[config.mk]
export PLATFORM = sky130hd
export DESIGN_NAME = ictrl_dma_read_to_ibuffer_mb
export DESIGN_NICKNAME = d
export VERILOG_FILES = /design/src/rtl/ictrl_dma_read_to_ibuffer_mb.sv
export SDC_FILE = /design/constraint.sdc
export NUM_CORES = 1
export LEC_CHECK = 0
export BUFFER_PORTS_ARGS = -buffer_cell sky130_fd_sc_hd__clkbuf_2
export CAP_MARGIN = 20
export CORE_UTILIZATION = 47
export CTS_BUF_LIST = sky130_fd_sc_hd__clkbuf_16
export CTS_CLUSTER_SIZE = 20
export DETAILED_ROUTE_END_ITERATION = 7
export GPL_TIMING_DRIVEN = 0
export PLACE_DENSITY_LB_ADDON = 0.05
export SLEW_MARGIN = 0
export SYNTH_ARGS = -nofsm -noshare
export SYNTH_HDL_FRONTEND = slang
export SYNTH_SLANG_ARGS = --single-unit
[constraint.sdc]
create_clock -name clk -period 3.2 [get_ports clk]
set_clock_uncertainty 0.2 [all_clocks]
set_input_delay 0 -clock clk [delete_from_list [all_inputs] [get_ports clk]]
set_output_delay 0 -clock clk [all_outputs]
set_load 0.1 [all_outputs]
[src/rtl/ictrl_dma_read_to_ibuffer_mb.sv]
`default_nettype none
// ============================================================================
//  Module   : ictrl_dma_read_to_ibuffer_mb
//  Purpose  : Writes a configured burst of DMA read beats into one of several
//             ibuffer banks (single bank or round-robin interleave).
//  Revision : 1.0 - initial multi-bank release
// ============================================================================
module ictrl_dma_read_to_ibuffer_mb #(
  parameter int DATA_WIDTH = 128,
  parameter int MEM_AW     = 15,
  parameter int STRB_WIDTH = DATA_WIDTH / 8,
  parameter int BANK_NUM   = 4,
  parameter int BANK_W     = 2
) (
  input  logic                  clk,
  input  logic                  rst_n,
  input  logic                  cfg_start,
  input  logic [MEM_AW-1:0]     cfg_base_addr,
  input  logic [MEM_AW:0]       cfg_data_num,
  input  logic                  cfg_mode,
  input  logic [BANK_W-1:0]     cfg_bank,
  output logic                  busy,
  input  logic                  dma_rd_data_valid,
  input  logic [DATA_WIDTH-1:0] dma_rd_data,
  input  logic [STRB_WIDTH-1:0] dma_rd_strb,
  output logic                  dma_rd_data_ready,
  output logic                  dma_write_done,
  output logic [BANK_NUM-1:0]   ibuffer_cen,
  output logic                  ibuffer_wen,
  input  logic [BANK_NUM-1:0]   ibuffer_ready,
  output logic [MEM_AW-1:0]     ibuffer_addr,
  output logic [DATA_WIDTH-1:0] ibuffer_wdata,
  output logic [STRB_WIDTH-1:0] ibuffer_strb
);

  localparam logic [MEM_AW:0] CNT_ONE = (MEM_AW+1)'(1);

  typedef enum logic [1:0] {
    IDLE  = 2'd0,
    RUN   = 2'd1,
    DRAIN = 2'd2
  } state_t;

  state_t                state, state_nxt;

  logic [MEM_AW-1:0]     base_q;
  logic [MEM_AW:0]       num_q;
  logic                  mode_q;
  logic [BANK_W-1:0]     bank_q;
  logic [MEM_AW:0]       acc_cnt;
  logic [MEM_AW:0]       ret_cnt;
  logic                  zero_done;

  logic                  stg_valid;
  logic                  stg_skip;
  logic [BANK_W-1:0]     stg_bank;
  logic [MEM_AW-1:0]     stg_addr;
  logic [STRB_WIDTH-1:0] stg_strb;
  logic [DATA_WIDTH-1:0] stg_data;

  logic                  start_ok;
  logic                  accept;
  logic                  retire;
  logic                  last_retire;
  logic [MEM_AW-1:0]     beat_off;
  logic [MEM_AW-1:0]     beat_addr;
  logic [BANK_W-1:0]     beat_bank;

  assign start_ok    = (state == IDLE) && cfg_start;
  // Skip entries never wait on a bank; real writes wait only on their own bank.
  assign retire      = stg_valid && (stg_skip || ibuffer_ready[stg_bank]);
  assign last_retire = retire && ((ret_cnt + CNT_ONE) == num_q);
  assign accept      = dma_rd_data_valid && dma_rd_data_ready;

  assign beat_off  = mode_q ? MEM_AW'(acc_cnt >> BANK_W) : acc_cnt[MEM_AW-1:0];
  assign beat_addr = base_q + beat_off;
  assign beat_bank = mode_q ? acc_cnt[BANK_W-1:0] : bank_q;

  assign busy           = (state != IDLE);
  assign dma_write_done = last_retire || zero_done;
  assign ibuffer_wen    = 1'b1;
  assign ibuffer_addr   = stg_addr;
  assign ibuffer_wdata  = stg_data;
  assign ibuffer_strb   = stg_strb;

  always_comb begin
    state_nxt         = state;
    dma_rd_data_ready = 1'b0;
    ibuffer_cen       = '0;
    if (stg_valid && !stg_skip) begin
      ibuffer_cen[stg_bank] = 1'b1;
    end
    case (state)
      IDLE: begin
        if (cfg_start && (cfg_data_num != '0)) begin
          state_nxt = RUN;
        end
      end
      RUN: begin
        dma_rd_data_ready = (!stg_valid || retire) && (acc_cnt < num_q);
        if (last_retire) begin
          state_nxt = IDLE;
        end else if (dma_rd_data_valid && dma_rd_data_ready &&
                     ((acc_cnt + CNT_ONE) == num_q)) begin
          state_nxt = DRAIN;
        end
      end
      DRAIN: begin
        if (last_retire) begin
          state_nxt = IDLE;
        end
      end
      default: state_nxt = IDLE;
    endcase
  end

  always_ff @(posedge clk or negedge rst_n) begin
    if (!rst_n) begin
      state     <= IDLE;
      base_q    <= '0;
      num_q     <= '0;
      mode_q    <= 1'b0;
      bank_q    <= '0;
      acc_cnt   <= '0;
      ret_cnt   <= '0;
      zero_done <= 1'b0;
      stg_valid <= 1'b0;
      stg_skip  <= 1'b0;
      stg_bank  <= '0;
      stg_addr  <= '0;
      stg_strb  <= '0;
      stg_data  <= '0;
    end else begin
      state     <= state_nxt;
      // An empty burst completes immediately, one cycle after the start pulse.
      zero_done <= start_ok && (cfg_data_num == '0);
      if (start_ok) begin
        base_q  <= cfg_base_addr;
        num_q   <= cfg_data_num;
        mode_q  <= cfg_mode;
        bank_q  <= cfg_bank;
        acc_cnt <= '0;
        ret_cnt <= '0;
      end else begin
        if (accept) begin
          acc_cnt <= acc_cnt + CNT_ONE;
        end
        if (retire) begin
          ret_cnt <= ret_cnt + CNT_ONE;
        end
      end
      if (accept) begin
        stg_valid <= 1'b1;
        stg_skip  <= (dma_rd_strb == '0);
        stg_bank  <= beat_bank;
        stg_addr  <= beat_addr;
        stg_strb  <= dma_rd_strb;
        stg_data  <= dma_rd_data;
      end else if (retire) begin
        stg_valid <= 1'b0;
      end
    end
  end

endmodule
`default_nettype wire

==> run summary <==
The netlist area before placement is 0.0115 mm2. Clock-pin slew was measured on the worst setup and hold paths at 0.06 ns. The total overflow left after global routing is 0.

The initial antenna violation count was 0; the average wire length per cell after detail routing was 18.5 um. In this run the tool buffered the top-level ports with 351 buffer cells. The layout cell share with drive strength beyond 1 was 0.350.

Across the run, the number of max-cap violations was 0. The critical path start-end classification was reg2reg. The tools report the number of warnings reported in the yosys synthesis log as 0. Die area: 0.0250 mm2. The flow ran to the end, and the final reports show no timing, DRC or antenna violations. The count of clock tree sinks is 232, and the fraction of post-synthesis cell area in the top cell type by area is 0.506. At the pin with the least slew margin, the transition time is 0.795 ns. Area of the core: 0.0237 mm2.

The fraction of the cycle the final worst path needs works out to 0.982. The most used flip-flop cell after synthesis is sky130_fd_sc_hd__dfrtp_1. By area the synthesized netlist is led by sky130_fd_sc_hd__dfrtp_1 51%, sky130_fd_sc_hd__mux2_2 10%, sky130_fd_sc_hd__mux2_1 6.4%, sky130_fd_sc_hd__nand2_1 3.7%, sky130_fd_sc_hd__ha_1 3.5%. The run gives 1811 as the number of nets in the final layout. The maximum level of the CTS H-tree came out at 1.

Walking the worst path, the cells encountered are buf_4 > mux2_2 > ha_1 > nor2b_1 > o2111a_1 > or4b_4 > a41oi_4 > xnor2_1 > mux2_2. The routed layout has 10000 vias. The fraction of registers with async set/reset was 1.00; the worst slack on hold paths was 0.0128 ns.

Number of buffer and inverter instances along the worst setup path: 1. Once detailed placement completed, the half-perimeter wirelength came to 24.4 mm. The worst slew margin relative to its limit is 0.470.

Element type at the critical path end: a flop. The run gives 0 as the total count of max-transition violations in the final report. 353 I/O pins were placed. The number of DRC violations after detailed routing came out at 0. Subtracting the final worst setup slack from the clock period gives 3.14 ns. Based on the critical path, the design can be clocked at up to 0.318 GHz. TritonCTS built the clock tree. The x dimension of the die is 158 um, and the maximum fanout count along the critical path is 10. The count of final hold-check violations was 0; the number of register bits inferred by synthesis was 232. The first global-routing pass estimated 53.9 mm of wire. The count of flip-flops with a built-in enable after synthesis is 0. Synthesis produced 1012 cells.

On the critical path the largest part of the delay comes from simple AND/OR/NAND/NOR gates. The initial core utilization was 0.485. The tightest min-delay check is of the in2reg type.

The area growth from synthesis to layout was 45.8%. The count of nets left with antenna violations once routing finished came out at 0. The iteration-0 DRC count of the detailed router came out at 420. sky130_fd_sc_hd__dfrtp_1 takes more of the synthesized area than any other cell. Pin count of the biggest net entering global routing: 94.

The root buffer cell chosen for the clock tree is sky130_fd_sc_hd__clkbuf_16. The initialized floorplan defines 56 standard-cell rows. Average vias per placed instance: 5.19.

The most repeated library cell on the critical path was sky130_fd_sc_hd__mux2_2. STA classifies the critical path startpoint as a flop. Clock tree synthesis inserted a total of 26 buffers. In this design, the stage delay of the slowest critical-path cell is 0.56 ns.

The floorplan die height was 158 um. After synthesis, the netlist uses 65 different library cells. Setup repair after global routing left no endpoint under its margin.

The run gives 1231 as the number of nets in the synthesized netlist. The slowest stage of the critical path belongs to the cell sky130_fd_sc_hd__or4b_4. The clock passes through at most 3 buffers. The logs give 10300 for the number of global-route vias before repair and 35.7 mm for the overall routed net length. Data on the critical path arrives at its endpoint at 3.36 ns. The run gives 1782 as the fill cell instance count of the final layout. Routability-driven placement finished with a final weighted congestion of 0.906. The logs give 0.279 for the global router's overall resource usage and 0 for the count of endpoints failing setup in the final report.

Data on the critical path is required at its endpoint by 3.42 ns. A synthesized cell averages 11.3 um2. The share of synthesized area occupied by flip-flops and latches was 0.506; the iteration count of the initial detailed-routing pass was 5. For the worst-skew pair, the clock arrives at the later sink with an insertion delay of 0.53 ns.
## cell usage after synthesis (16+ instances only)
cell type                  count
sky130_fd_sc_hd__buf_2        16
sky130_fd_sc_hd__nor2_1       40
sky130_fd_sc_hd__nor3_1       16
sky130_fd_sc_hd__nor4_1       20
sky130_fd_sc_hd__nand2_1     112
sky130_fd_sc_hd__o21ai_0      42
sky130_fd_sc_hd__dfrtp_1     232
sky130_fd_sc_hd__nand3_1      22
sky130_fd_sc_hd__xnor2_1      43
sky130_fd_sc_hd__ha_1         32
sky130_fd_sc_hd__a21oi_1      22
sky130_fd_sc_hd__mux2_1       65
sky130_fd_sc_hd__xor2_1       23
sky130_fd_sc_hd__clkbuf_1     33
sky130_fd_sc_hd__mux2_2      103
sky130_fd_sc_hd__inv_1        30
## logic make-up (layout without fill, tap and decap cells)
family	after synthesis	count (layout)	share of synthesized area
AND/OR/NAND/NOR	279	279	0.118
flip-flops	232	232	0.506
XOR/XNOR	67	67	0.0523
buffers and inverters	92	691	0.0371
adder cells (fa/ha/maj)	33	33	0.0366
AO/OA/AOI/OAI	131	131	0.0765
other	1	2	0.000327
multiplexers	177	177	0.174
## cell type report
class / instances / area [um2] / area share
multi-input cells: 688 / 5350 / 0.320
repair buffers: 557 / 3880 / 0.232
well taps: 319 / 399 / 0.0239
clock inverters: 21 / 204 / 0.0122
diodes: 1 / 2.50 / 0.000150
clock buffers: 26 / 651 / 0.0389
flip-flops and latches: 232 / 5810 / 0.347
plain buffers: 57 / 319 / 0.0191
inverters: 30 / 113 / 0.00673
## stage by stage
step | TNS (ns) | worst slack [ns] | area [um2] | util | cells
2_1_floorplan | 0 | 0.136 | 11500 | - | 1012
3_3_place_gp | -673.31 | -2.89 | 13600 | 0.576 | 1682
3_5_place_dp | -13.10 | -0.229 | 13700 | 0.579 | 1684
6_report | 0 | 0.0590 | 16700 | 0.706 | 1931
4_1_cts | 0 | 0.00394 | 16600 | 0.701 | 1925
5_1_grt | 0 | 0.00246 | 16700 | 0.706 | 1930
## cell usage in the layout (no fill, tap or decap), drive strengths merged, types with 4 or more instances in the layout
| cell type | instances |
|---|---|
| a221o | 9 |
| ha | 32 |
| nand3 | 22 |
| o31a | 4 |
| o21ai | 42 |
| a21oi | 23 |
| bufinv | 4 |
| nand4 | 14 |
| inv | 37 |
| a31oi | 6 |
| clkbuf | 400 |
| mux2i | 8 |
| nand2b | 6 |
| or3 | 7 |
| clkinv | 10 |
| dfrtp | 232 |
| nor2 | 41 |
| mux2 | 168 |
| and3 | 9 |
| nor3 | 17 |
| o41ai | 4 |
| dlygate4sd3 | 191 |
| xor2 | 23 |
| buf | 49 |
| nand2 | 112 |
| o31ai | 4 |
| nor2b | 10 |
| o211ai | 6 |
| and2 | 8 |
| a21o | 9 |
| nor4 | 20 |
| xnor2 | 43 |
| nor3b | 4 |
## registers in the layout (all words and copies together) (netlist names), 2 cells and up
signal         cells
ibuffer_wdata    128
ibuffer_addr      15
base_q            15
ret_cnt           16
state              2
acc_cnt           16
stg_bank           2
num_q             16
bank_q             2
ibuffer_strb      16
## routing by layer
layer / up-vias / global-route usage / routed length, um
met3: 78 / 0.0504 / 2360
met1: 4825 / 0.342 / 14300
li1: 4730 / - / -
met5: - / 0 / 0
met2: 395 / 0.489 / 17900
met4: 0 / 0.101 / 1090
## tightest hold or removal path, stage by stage
cell	delay [ns]
sky130_fd_sc_hd__dlygate4sd3_1	0.53
sky130_fd_sc_hd__clkbuf_2	0.10
sky130_fd_sc_hd__nand2_1	0.04
sky130_fd_sc_hd__nand2_1	0.04
## what timing repair did
item	in CTS	in global routing
resized for setup	17	36
endpoints found under the setup margin	165	10
endpoints found under the hold margin	420	0
pin swaps	3	2
cloned	0	0
hold buffers	192	0
setup buffers	4	8
## path summary, 6_finish.rpt
| kind | endpoint | from | slack (ns) | cells past startpoint |
|---|---|---|---|---|
| hold / removal | base_q[12] | cfg_base_addr[12] | 0.01 | 4 |
| setup / recovery | ibuffer_addr[12] | acc_cnt[2] | 0.06 | 9 |
| setup reg to reg | ibuffer_addr[12] | acc_cnt[2] | 0.06 | 9 |
| min in group asynchronous | ret_cnt[0] | rst_n | 0.39 | 4 |
| hold reg to reg | bank_q[0] | bank_q[0] | 0.28 | 2 |
| max in group asynchronous | ibuffer_wdata[42] | rst_n | 1.93 | 4 |
Power is left out: the tool's default activity adds up to more than one toggle a clock period on the data nets, which glitch-free logic cannot reach.
